<file path="src/rtl/cdb_arbiter_pkg.sv">
// Shared types and constants for the common-data-bus arbiter.
package cdb_arbiter_pkg;

    localparam int unsigned CDB_PORTS = 2;
    localparam int unsigned TagW      = 32;
    localparam int unsigned WordW     = 32;

    typedef logic [WordW-1:0] memory_word_t;
    typedef logic [TagW-1:0]  tag_t;

    // Tag 0 marks an idle bus slot.
    typedef struct packed {
        tag_t         tag;
        memory_word_t value;
    } cdb_t;

    function automatic logic [31:0] wrap_inc(logic [31:0] idx, logic [31:0] n);
        return (idx + 32'd1 == n) ? 32'd0 : idx + 32'd1;
    endfunction

endpackage

</file>
<file path="src/rtl/cdb_arbiter_rr_pick2.sv">
// Combinational round-robin picker: first and second eligible requester starting at rr_ptr_i.
module cdb_arbiter_rr_pick2 #(
    parameter int unsigned NUM_REQ = 4,
    localparam int unsigned PtrW   = $clog2(NUM_REQ)
) (
    input  logic [NUM_REQ-1:0] elig_i,
    input  logic [PtrW-1:0]    rr_ptr_i,
    output logic [NUM_REQ-1:0] grant1_o,
    output logic [NUM_REQ-1:0] grant2_o,
    output logic [PtrW-1:0]    idx1_o,
    output logic [PtrW-1:0]    idx2_o,
    output logic               valid1_o,
    output logic               valid2_o
);

    logic [PtrW-1:0] idx;

    always_comb begin
        grant1_o = '0;
        grant2_o = '0;
        idx1_o   = '0;
        idx2_o   = '0;
        valid1_o = 1'b0;
        valid2_o = 1'b0;
        idx      = '0;
        for (int unsigned k = 0; k < NUM_REQ; k++) begin
            idx = PtrW'((32'(rr_ptr_i) + k) % NUM_REQ);
            if (elig_i[idx]) begin
                if (!valid1_o) begin
                    valid1_o      = 1'b1;
                    grant1_o[idx] = 1'b1;
                    idx1_o        = idx;
                end else if (!valid2_o) begin
                    valid2_o      = 1'b1;
                    grant2_o[idx] = 1'b1;
                    idx2_o        = idx;
                end
            end
        end
    end

endmodule

</file>
<file path="src/rtl/cdb_arbiter.sv">
// Buffers one result per producer and broadcasts up to two per cycle on registered cdb1/cdb2.
// Define CDB_ARB_BYPASS_EN to let an empty-holding requester compete in the cycle it presents.
module cdb_arbiter
    import cdb_arbiter_pkg::*;
#(
    parameter int unsigned NUM_REQ = 4
) (
    input  logic                         clk_i,
    input  logic                         reset_i,
    input  logic                         flush_i,
    input  logic [NUM_REQ-1:0]           req_valid_i,
    input  logic [NUM_REQ*TagW-1:0]      req_tag_i,
    input  logic [NUM_REQ*WordW-1:0]     req_value_i,
    output logic [NUM_REQ-1:0]           req_ready_o,
    output logic [TagW-1:0]              cdb1_tag_o,
    output logic [WordW-1:0]             cdb1_value_o,
    output logic [TagW-1:0]              cdb2_tag_o,
    output logic [WordW-1:0]             cdb2_value_o,
    output logic [$clog2(NUM_REQ+1)-1:0] pending_o
);

    localparam int unsigned PtrW = $clog2(NUM_REQ);
    localparam int unsigned CntW = $clog2(NUM_REQ + 1);

    logic [NUM_REQ-1:0]         hold_v_q, hold_v_d;
    tag_t [NUM_REQ-1:0]         hold_tag_q, hold_tag_d;
    memory_word_t [NUM_REQ-1:0] hold_value_q, hold_value_d;
    logic [PtrW-1:0]            rr_ptr_q, rr_ptr_d;
    cdb_t [CDB_PORTS-1:0]       cdb_q, cdb_d;

    tag_t [NUM_REQ-1:0]         in_tag;
    memory_word_t [NUM_REQ-1:0] in_value;
    logic [NUM_REQ-1:0]         elig, grant, grant1, grant2, bypass, load;
    logic [PtrW-1:0]            idx1, idx2;
    logic                       valid1, valid2;
    logic                       accept_en;

    assign in_tag    = req_tag_i;
    assign in_value  = req_value_i;
    assign accept_en = !reset_i && !flush_i;

`ifdef CDB_ARB_BYPASS_EN
    assign elig = hold_v_q | (req_valid_i & {NUM_REQ{accept_en}});
`else
    assign elig = hold_v_q;
`endif

    cdb_arbiter_rr_pick2 #(
        .NUM_REQ (NUM_REQ)
    ) u_pick (
        .elig_i   (elig),
        .rr_ptr_i (rr_ptr_q),
        .grant1_o (grant1),
        .grant2_o (grant2),
        .idx1_o   (idx1),
        .idx2_o   (idx2),
        .valid1_o (valid1),
        .valid2_o (valid2)
    );

    assign grant       = grant1 | grant2;
    // A grant to an empty holding reg can only be a same-cycle bypass.
    assign bypass      = grant & ~hold_v_q;
    assign req_ready_o = {NUM_REQ{accept_en}} & (~hold_v_q | grant);
    assign load        = req_valid_i & req_ready_o & ~bypass;

    always_comb begin
        cdb_d = '0;
        if (valid1) begin
            cdb_d[0].tag   = hold_v_q[idx1] ? hold_tag_q[idx1]   : in_tag[idx1];
            cdb_d[0].value = hold_v_q[idx1] ? hold_value_q[idx1] : in_value[idx1];
        end
        if (valid2) begin
            cdb_d[1].tag   = hold_v_q[idx2] ? hold_tag_q[idx2]   : in_tag[idx2];
            cdb_d[1].value = hold_v_q[idx2] ? hold_value_q[idx2] : in_value[idx2];
        end
    end

    always_comb begin
        rr_ptr_d = rr_ptr_q;
        if (valid2) begin
            rr_ptr_d = PtrW'(wrap_inc(32'(idx2), NUM_REQ));
        end else if (valid1) begin
            rr_ptr_d = PtrW'(wrap_inc(32'(idx1), NUM_REQ));
        end
    end

    always_comb begin
        hold_v_d     = hold_v_q;
        hold_tag_d   = hold_tag_q;
        hold_value_d = hold_value_q;
        for (int unsigned i = 0; i < NUM_REQ; i++) begin
            if (grant[i]) begin
                hold_v_d[i] = 1'b0;
            end
            // A load in the same cycle as a grant keeps the slot busy with the new result.
            if (load[i]) begin
                hold_v_d[i]     = 1'b1;
                hold_tag_d[i]   = in_tag[i];
                hold_value_d[i] = in_value[i];
            end
        end
    end

    always_ff @(posedge clk_i) begin
        if (reset_i || flush_i) begin
            hold_v_q <= '0;
            rr_ptr_q <= '0;
            cdb_q    <= '0;
        end else begin
            hold_v_q <= hold_v_d;
            rr_ptr_q <= rr_ptr_d;
            cdb_q    <= cdb_d;
        end
        hold_tag_q   <= hold_tag_d;
        hold_value_q <= hold_value_d;
    end

    always_comb begin
        pending_o = '0;
        for (int unsigned i = 0; i < NUM_REQ; i++) begin
            pending_o = pending_o + CntW'(hold_v_q[i]);
        end
    end

    assign cdb1_tag_o   = cdb_q[0].tag;
    assign cdb1_value_o = cdb_q[0].value;
    assign cdb2_tag_o   = cdb_q[1].tag;
    assign cdb2_value_o = cdb_q[1].value;

endmodule

</file>
<file path="config.mk">
export PLATFORM = sky130hd
export DESIGN_NAME = cdb_arbiter
export DESIGN_NICKNAME = d
export VERILOG_FILES = /design/src/rtl/cdb_arbiter_pkg.sv /design/src/rtl/cdb_arbiter_rr_pick2.sv /design/src/rtl/cdb_arbiter.sv
export SDC_FILE = /design/constraint.sdc
export NUM_CORES = 1
export LEC_CHECK = 0
export BUFFER_PORTS_ARGS = -buffer_cell sky130_fd_sc_hd__buf_2
export CAP_MARGIN = 20
export CORE_MARGIN = 2
export CORE_UTILIZATION = 30
export CTS_BUF_LIST = sky130_fd_sc_hd__clkbuf_4 sky130_fd_sc_hd__clkbuf_8
export CTS_CLUSTER_SIZE = 10
export DETAILED_ROUTE_END_ITERATION = 8
export PLACE_DENSITY_LB_ADDON = 0.12
export SYNTH_ARGS = -nofsm -noshare
export SYNTH_HDL_FRONTEND = slang
export SYNTH_SLANG_ARGS = --single-unit
export TNS_END_PERCENT = 5
</file>
<file path="constraint.sdc">
create_clock -name clk_i -period 4.55 [get_ports clk_i]
set_input_delay 0.455 -clock clk_i [delete_from_list [all_inputs] [get_ports clk_i]]
set_output_delay 0.455 -clock clk_i [all_outputs]
set_load 0.02 [all_outputs]
</file>
## Word-level counts from Yosys, hierarchy flattened

Index checks and enable logic that the tools add are counted.

- Register bits after elaboration: 390
- Input bits: 263
- Output and inout port bits: 135
- Word-level logic and storage cells: 159

- Add/subtract/negate cells: 8
- Magnitude comparators: 10
- Equal/unequal tests: 2
- Multiplexer cells: 92
- Bitwise operators: 15
- Reductions and logical operators: 15

Operators by type and width:

| operator | count |
|---|---|
| $bmux 32 s2 | 8 |
| $mux 32 | 12 |
| $mux 4 | 15 |
| $mux 2 | 19 |
| $mux 1 | 28 |
| $or 4x4->4 | 7 |
| $lt 2x3->1 const B | 6 |
| $and 4x4->4 | 4 |
| $bmux 1 s2 | 6 |
| $reduce_bool 2->1 | 5 |
| $demux 1 s2 | 4 |
| $ge 2x1->1 const B | 4 |
| $not 4->4 | 2 |
| $add 2x1->3 const B | 2 |
| $eq 3x3->1 const B | 2 |
| $logic_and 1x1->1 | 5 |
| $add 2x2->2 const B | 2 |
| $reduce_or 2->1 | 2 |
| $add 2x1->3 | 1 |
| $add 3x1->3 | 1 |
| $add 1x1->2 | 1 |
| $add 2x1->2 const B | 1 |
| $logic_not 1->1 | 2 |
| $not 1->1 | 2 |
| $logic_or 1x1->1 | 1 |

## Logic depth before layout (Yosys ltp)

- Depth in word-level cells: 21
- Gate-level depth with buffers: 17
- Gate-level depth less buffers: 9

## By module

From an unflattened synthesis, not the netlist that was laid out.

- Cells, all modules: 1151
- Area total of the unflattened synthesis: 19886.6 um^2

Modules (own cells, without submodules):

| module | instances | cells an instance | area each (um^2) | sequential area each (um^2) |
|---|---|---|---|---|
| cdb_arbiter | 1 | 1040 | 19025.7 | 10369.9 |
| cdb_arbiter_rr_pick2 | 1 | 111 | 860.8 | 0.0 |

## Worst setup path before layout

OpenSTA, ideal clock, no wires.

- Path kind: register -> register
- Start: reg rr_ptr_q[0]
- End: reg hold_tag_q[64] (netlist name), enable pin
- Library setup time: 0.429 ns
- Arrival: 4.204 ns
- Required time: 4.121 ns
- Slack: -0.083 ns
- Stages on the path, launching flop included: 15
- Path buffers: 5
- Period minus slack after synthesis: 4.633 ns
- Cell sequence: dfxtp_1 buf_6 buf_6 buf_2 inv_1 ha_1 buf_2 buf_2 nor2_1 and3_1 o21ai_1 nand3_2 a221oi_2 xor2_1 and3_1

- Longest elaborated chain between the ends: 20
- Elaborated cells on any way between the ends: 65
- Those cells by class: add/sub (3); order compare (8); mux (38); bitwise (12); reduce/logical (4)

Ends and longest elaborated chain:

| item | RTL line | RTL |
|---|---|---|
| start, declared | cdb_arbiter.sv:28 | `logic [PtrW-1:0] rr_ptr_q, rr_ptr_d;` |
| start signal, assigned | cdb_arbiter.sv:112 | `rr_ptr_q <= rr_ptr_d;` |
| $add 2x1->2 | cdb_arbiter_rr_pick2.sv:27 | `idx = PtrW'((32'(rr_ptr_i) + k) % NUM_REQ);` |
| $lt 2x3->1 (not written as such) / $ge 2x1->1 (equally long branches) | cdb_arbiter_rr_pick2.sv:31, cdb_arbiter_rr_pick2.sv:35 |  |
| $logic_and 1x1->1 (not written as such) | cdb_arbiter_rr_pick2.sv:31, cdb_arbiter_rr_pick2.sv:35 |  |
| $mux 1 (not written as such) | cdb_arbiter_rr_pick2.sv:31, cdb_arbiter_rr_pick2.sv:35 |  |
| $demux 1 s2 | n/a |  |
| $mux 4 | cdb_arbiter_rr_pick2.sv:29 | `if (!valid1_o) begin` |
| $mux 4 | cdb_arbiter_rr_pick2.sv:28 | `if (elig_i[idx]) begin` |
| $or 4x4->4 (no source line) | n/a |  |
| [... 4 more ...] | n/a |  |
| $mux 4 | cdb_arbiter_rr_pick2.sv:33 | `end else if (!valid2_o) begin` |
| $mux 4 | cdb_arbiter_rr_pick2.sv:29 |  |
| $mux 4 | cdb_arbiter_rr_pick2.sv:28 |  |
| $or 4x4->4 (*) | cdb_arbiter.sv:61 | `assign grant = grant1 \| grant2;` |
| $or 4x4->4 | cdb_arbiter.sv:64 | `assign req_ready_o = {NUM_REQ{accept_en}} & (~hold_v_q \| grant);` |
| $and 4x4->4 | cdb_arbiter.sv:64 |  |
| $and 4x4->4 | cdb_arbiter.sv:65 | `assign load = req_valid_i & req_ready_o & ~bypass;` |
| $and 4x4->4 (*) | cdb_arbiter.sv:65 |  |
| end signal, assigned | cdb_arbiter.sv:115 | `hold_tag_q <= hold_tag_d;` |
| end, declared | cdb_arbiter.sv:26 | `tag_t [NUM_REQ-1:0] hold_tag_q, hold_tag_d;` |

Mark *: on every way between the ends. The rest lies on a longest branch, timed or not. The select of a mux whose other input is x is not followed.
A chain may end at the register's enable or synchronous reset.

## Worst setup path after layout

- Start: reg rr_ptr_q[1]
- End: out req_ready_o[2]

- Longest elaborated chain between the ends: 18
- Elaborated cells on any way between the ends: 61
- Those cells by class: add/sub (3); order compare (8); mux (38); bitwise (8); reduce/logical (4)

Ends and longest elaborated chain:

| item | RTL line | RTL |
|---|---|---|
| $add 2x1->2 | cdb_arbiter_rr_pick2.sv:27 |  |
| $lt 2x3->1 (not written as such) / $ge 2x1->1 (equally long branches) | cdb_arbiter_rr_pick2.sv:31, cdb_arbiter_rr_pick2.sv:35 |  |
| $logic_and 1x1->1 (not written as such) | cdb_arbiter_rr_pick2.sv:31, cdb_arbiter_rr_pick2.sv:35 |  |
| $mux 1 (not written as such) | cdb_arbiter_rr_pick2.sv:31, cdb_arbiter_rr_pick2.sv:35 |  |
| $demux 1 s2 | n/a |  |
| $mux 4 | cdb_arbiter_rr_pick2.sv:29 |  |
| $mux 4 | cdb_arbiter_rr_pick2.sv:28 |  |
| $or 4x4->4 (no source line) | n/a |  |
| [... 2 more ...] | n/a |  |
| $mux 4 | cdb_arbiter_rr_pick2.sv:28 |  |
| $or 4x4->4 (no source line) | n/a |  |
| $mux 4 | cdb_arbiter_rr_pick2.sv:33 |  |
| $mux 4 | cdb_arbiter_rr_pick2.sv:29 |  |
| $mux 4 | cdb_arbiter_rr_pick2.sv:28 |  |
| $or 4x4->4 (*) | cdb_arbiter.sv:61 |  |
| $or 4x4->4 (*) | cdb_arbiter.sv:64 |  |
| $and 4x4->4 (*) | cdb_arbiter.sv:64 |  |
| end, declared | cdb_arbiter.sv:14 | `output logic [NUM_REQ-1:0] req_ready_o,` |

Marked as above.

==> run_results.csv <==
group,metric,value,unit
sta,period_needed,4.18,ns
logic_synthesis,synth.ff_latch_count,390,
sta,period_share,0.918,
drt,drt_first_pass_iters,5,
worst_setup_path,criticalPathCategory,"reg -> out",
hold_path,min_delay_worst_endpoint,"elig[0]",
worst_setup_path,rrSetupSlack,0.64,ns
layout,drive_gt1_frac,0.417,
sta,hold_ws,0.0757,ns
worst_setup_path,critPathArrivalTime,3.72,ns
hold_path,hp-class,"in -> reg",
logic_synthesis,syn_inst,1431,
logic_synthesis,ys_top_cells_by_area,"edfxtp_1 40%, dfxtp_1 14%, mux2_2 11%, mux2i_1 10%, a221oi_2 4.3%",
floorplanning,die_area,0.0659,sq mm
power,leakage,10.6,nW
clocking,clk_pin_slew_worst_paths,0.07,ns
worst_setup_path,cp_max_fo,16,
logic_synthesis,synthFlopType,"edfxtp_1",
drt,wl_per_cell,22.8,um
sta,slew_violations,0,
clocking,clk_latency,0.66,ns
sta,worst_slew_pin_slew,1.13,ns
sta,maxSlewHeadroom,0.244,
status,status,"finished clean",
clocking,cts_num_sinks,390,
logic_synthesis,synth_seq_area_share,0.541,
global_route,antenna_found_initial,6,
clocking,cts_tree,"built",
drt,vias,14752,
logic_synthesis,synthDistinctLibCells,61,
power,power_density,378,mW/mm^2
drt,avgViaCountPerCell,4.94,
worst_setup_path,reg2reg_to,"hold_value_q[61]",
global_route,grt_max_degree,90,
layout,nNetsFinal,2349,
worst_setup_path,r2r_start,"rr_ptr_q[1]",
floorplanning,die_h,257,um
flow_run,cap_violations,0,
logic_synthesis,synth_nets,1703,
clocking,cts_max_path_buffers,3,
layout,n_fill_cell,6091,
global_route,grt_pass1_vias,15603,
sta,hold_viol_final,0,
clocking,cts_resized,0,
drt,drtIter0Drc,769,
floorplanning,die_width,257,um
logic_synthesis,synthArstFlopShare,0,
sta,finClkSkew,0.0246,ns
logic_synthesis,yosys-top-cells-count,"256 x edfxtp_1, 194 x mux2i_1, 193 x mux2_2, 134 x dfxtp_1, 80 x a21oi_1",
floorplanning,core,0.0631,sq mm
logic_synthesis,synth_area,0.0192,sq mm
logic_synthesis,netlist.area_leader.share,0.401,
sta,fmax,0.239,GHz
drt,routed_wl,68000,um
clocking,cts_setup_buffers,0,
hold_path,hold_start,"req_valid_i[0]",
logic_synthesis,synth-edff-count,256,
logic_synthesis,yosys_warnings,0,
place,routabilityCongestion,0.782,
worst_setup_path,required,4.09,ns
clocking,hold_buffers,256,
floorplanning,initial_core_util,0.304,
logic_synthesis,synth.largest_area_cell,"edfxtp_1",
global_route,grt_pass1_wl,101000,um
drt,drc,0,
clocking,cts_made_buffers,74,
layout,design_area,0.0262,sq mm
sta,finalSetupTns,0,ns
worst_setup_path,end_kind,"output pin",
worst_setup_path,start_kind,"flop",
power,finalPower,9.91,mW
place,post_dp_cell_area,0.0220,sq mm
floorplanning,pin_count,398,
sta,grt_setup_unrepaired,"no",
place,port_buffers,397,
worst_setup_path,rr_worst_depth,11,
sta,setup_viol,0,
global_route,grt_overflow,0,
drt,antenna_left,0,
power,ir_drop,212,uV
logic_synthesis,synth_most_common_cell,"edfxtp_1",
clocking,cts-root-buf,"clkbuf_8",
clocking,htree_levels,3,
hold_path,holdPathStages,3,
place,place_hpwl,43400,um
layout,syn_to_final_growth,36.9,%
floorplanning,num_rows,92,
logic_synthesis,avgSynthCellArea,13.4,sq um
global_route,grt_use_total,0.203,
-- worst max-delay path by stage --
stage / from / to / depth (start not counted)
finish: rr_ptr_q[1] / req_ready_o[2] / 10
detailed placement: rr_ptr_q[1] / hold_value_q[53] / 9
floorplan: rr_ptr_q[0] / hold_tag_q[0] / 14
global route: rr_ptr_q[1] / req_ready_o[2] / 8
CTS: rr_ptr_q[1] / req_ready_o[2] / 8
global placement: rr_ptr_q[1] / hold_value_q[53] / 9
-- sequential cells by signal, summed over array words and instances, names as in the netlist --
name	cells
hold_tag_q	128
hold_value_q	128
cdb1_tag_o	32
cdb1_value_o	32
cdb2_tag_o	32
cdb2_value_o	32
elig	4
rr_ptr_q	2
-- per-layer routing --
metal | up-vias | routed length, um | track usage
met5 | - | 23 | 0
met4 | 4 | 1890 | 0.0722
met3 | 127 | 3180 | 0.0367
met2 | 441 | 32600 | 0.339
met1 | 7363 | 30300 | 0.263
li1 | 6817 | - | -
-- layout by cell type, fill, tap and decap left out, types with 5 or more instances in the layout --
cell type / n
buf_2: 397
dlygate4sd3_1: 256
edfxtp_1: 256
mux2i_1: 194
mux2_2: 193
dfxtp_1: 130
clkbuf_8: 90
a21oi_1: 80
nand2_1: 72
nand2b_1: 70
o211ai_1: 67
a221oi_2: 54
o21ai_2: 50
clkbuf_4: 33
buf_4: 24
o21ai_1: 18
buf_12: 15
a221oi_1: 14
o21ai_0: 9
nor2_1: 8
ha_1: 8
inv_1: 7
diode_2: 5
nand3_1: 5
xnor2_1: 5
-- cells by family after synthesis --
logic type / share of synthesized area
AOI/OAI and AO/OA: 0.137
muxes: 0.219
xor gates and xnor gates: 0.00320
adders and majority gates: 0.00627
and+or+nand+nor: 0.0524
DFF: 0.541
buffers and inverters: 0.0407
-- layout make-up --
class / instances / area, sq um / share of cell area
antenna: 5 / 12.5 / 0.000477
clock buffer: 123 / 1490 / 0.0567
clock inverter: 11 / 136 / 0.00520
inverter: 7 / 26.3 / 0.00100
multi-input combinational: 912 / 8100 / 0.309
sequential: 390 / 10400 / 0.396
tap: 846 / 1060 / 0.0404
timing repair buffer: 692 / 5030 / 0.192
-- critical path, stage by stage (launching register included) --
cell	delay (ns)
dfxtp_1	0.66
inv_1	0.18
ha_1	0.53
buf_4	0.24
nor2_1	0.06
o21ai_0	0.23
a21o_1	0.16
nand3_2	0.14
a221oi_2	0.47
a21oi_1	0.17
buf_2	0.21
-- through the flow --
stage               instances  utilization  setup WS, ns
finish                   2986        0.416         0.371
global route             2985        0.416        0.0969
CTS                      2981        0.416         0.295
detailed placement       2591        0.349         0.703
global placement         2591        0.349         0.761
floorplan                1431            -       -0.0750
-- where the power goes --
group | internal [mW] | switching (mW) | total [mW]
clock network | 2.23 | 1.58 | 3.81
logic | 0.893 | 1.21 | 2.10
registers | 3.93 | 0.0771 | 4.00
(Power assumes the default switching activity.)
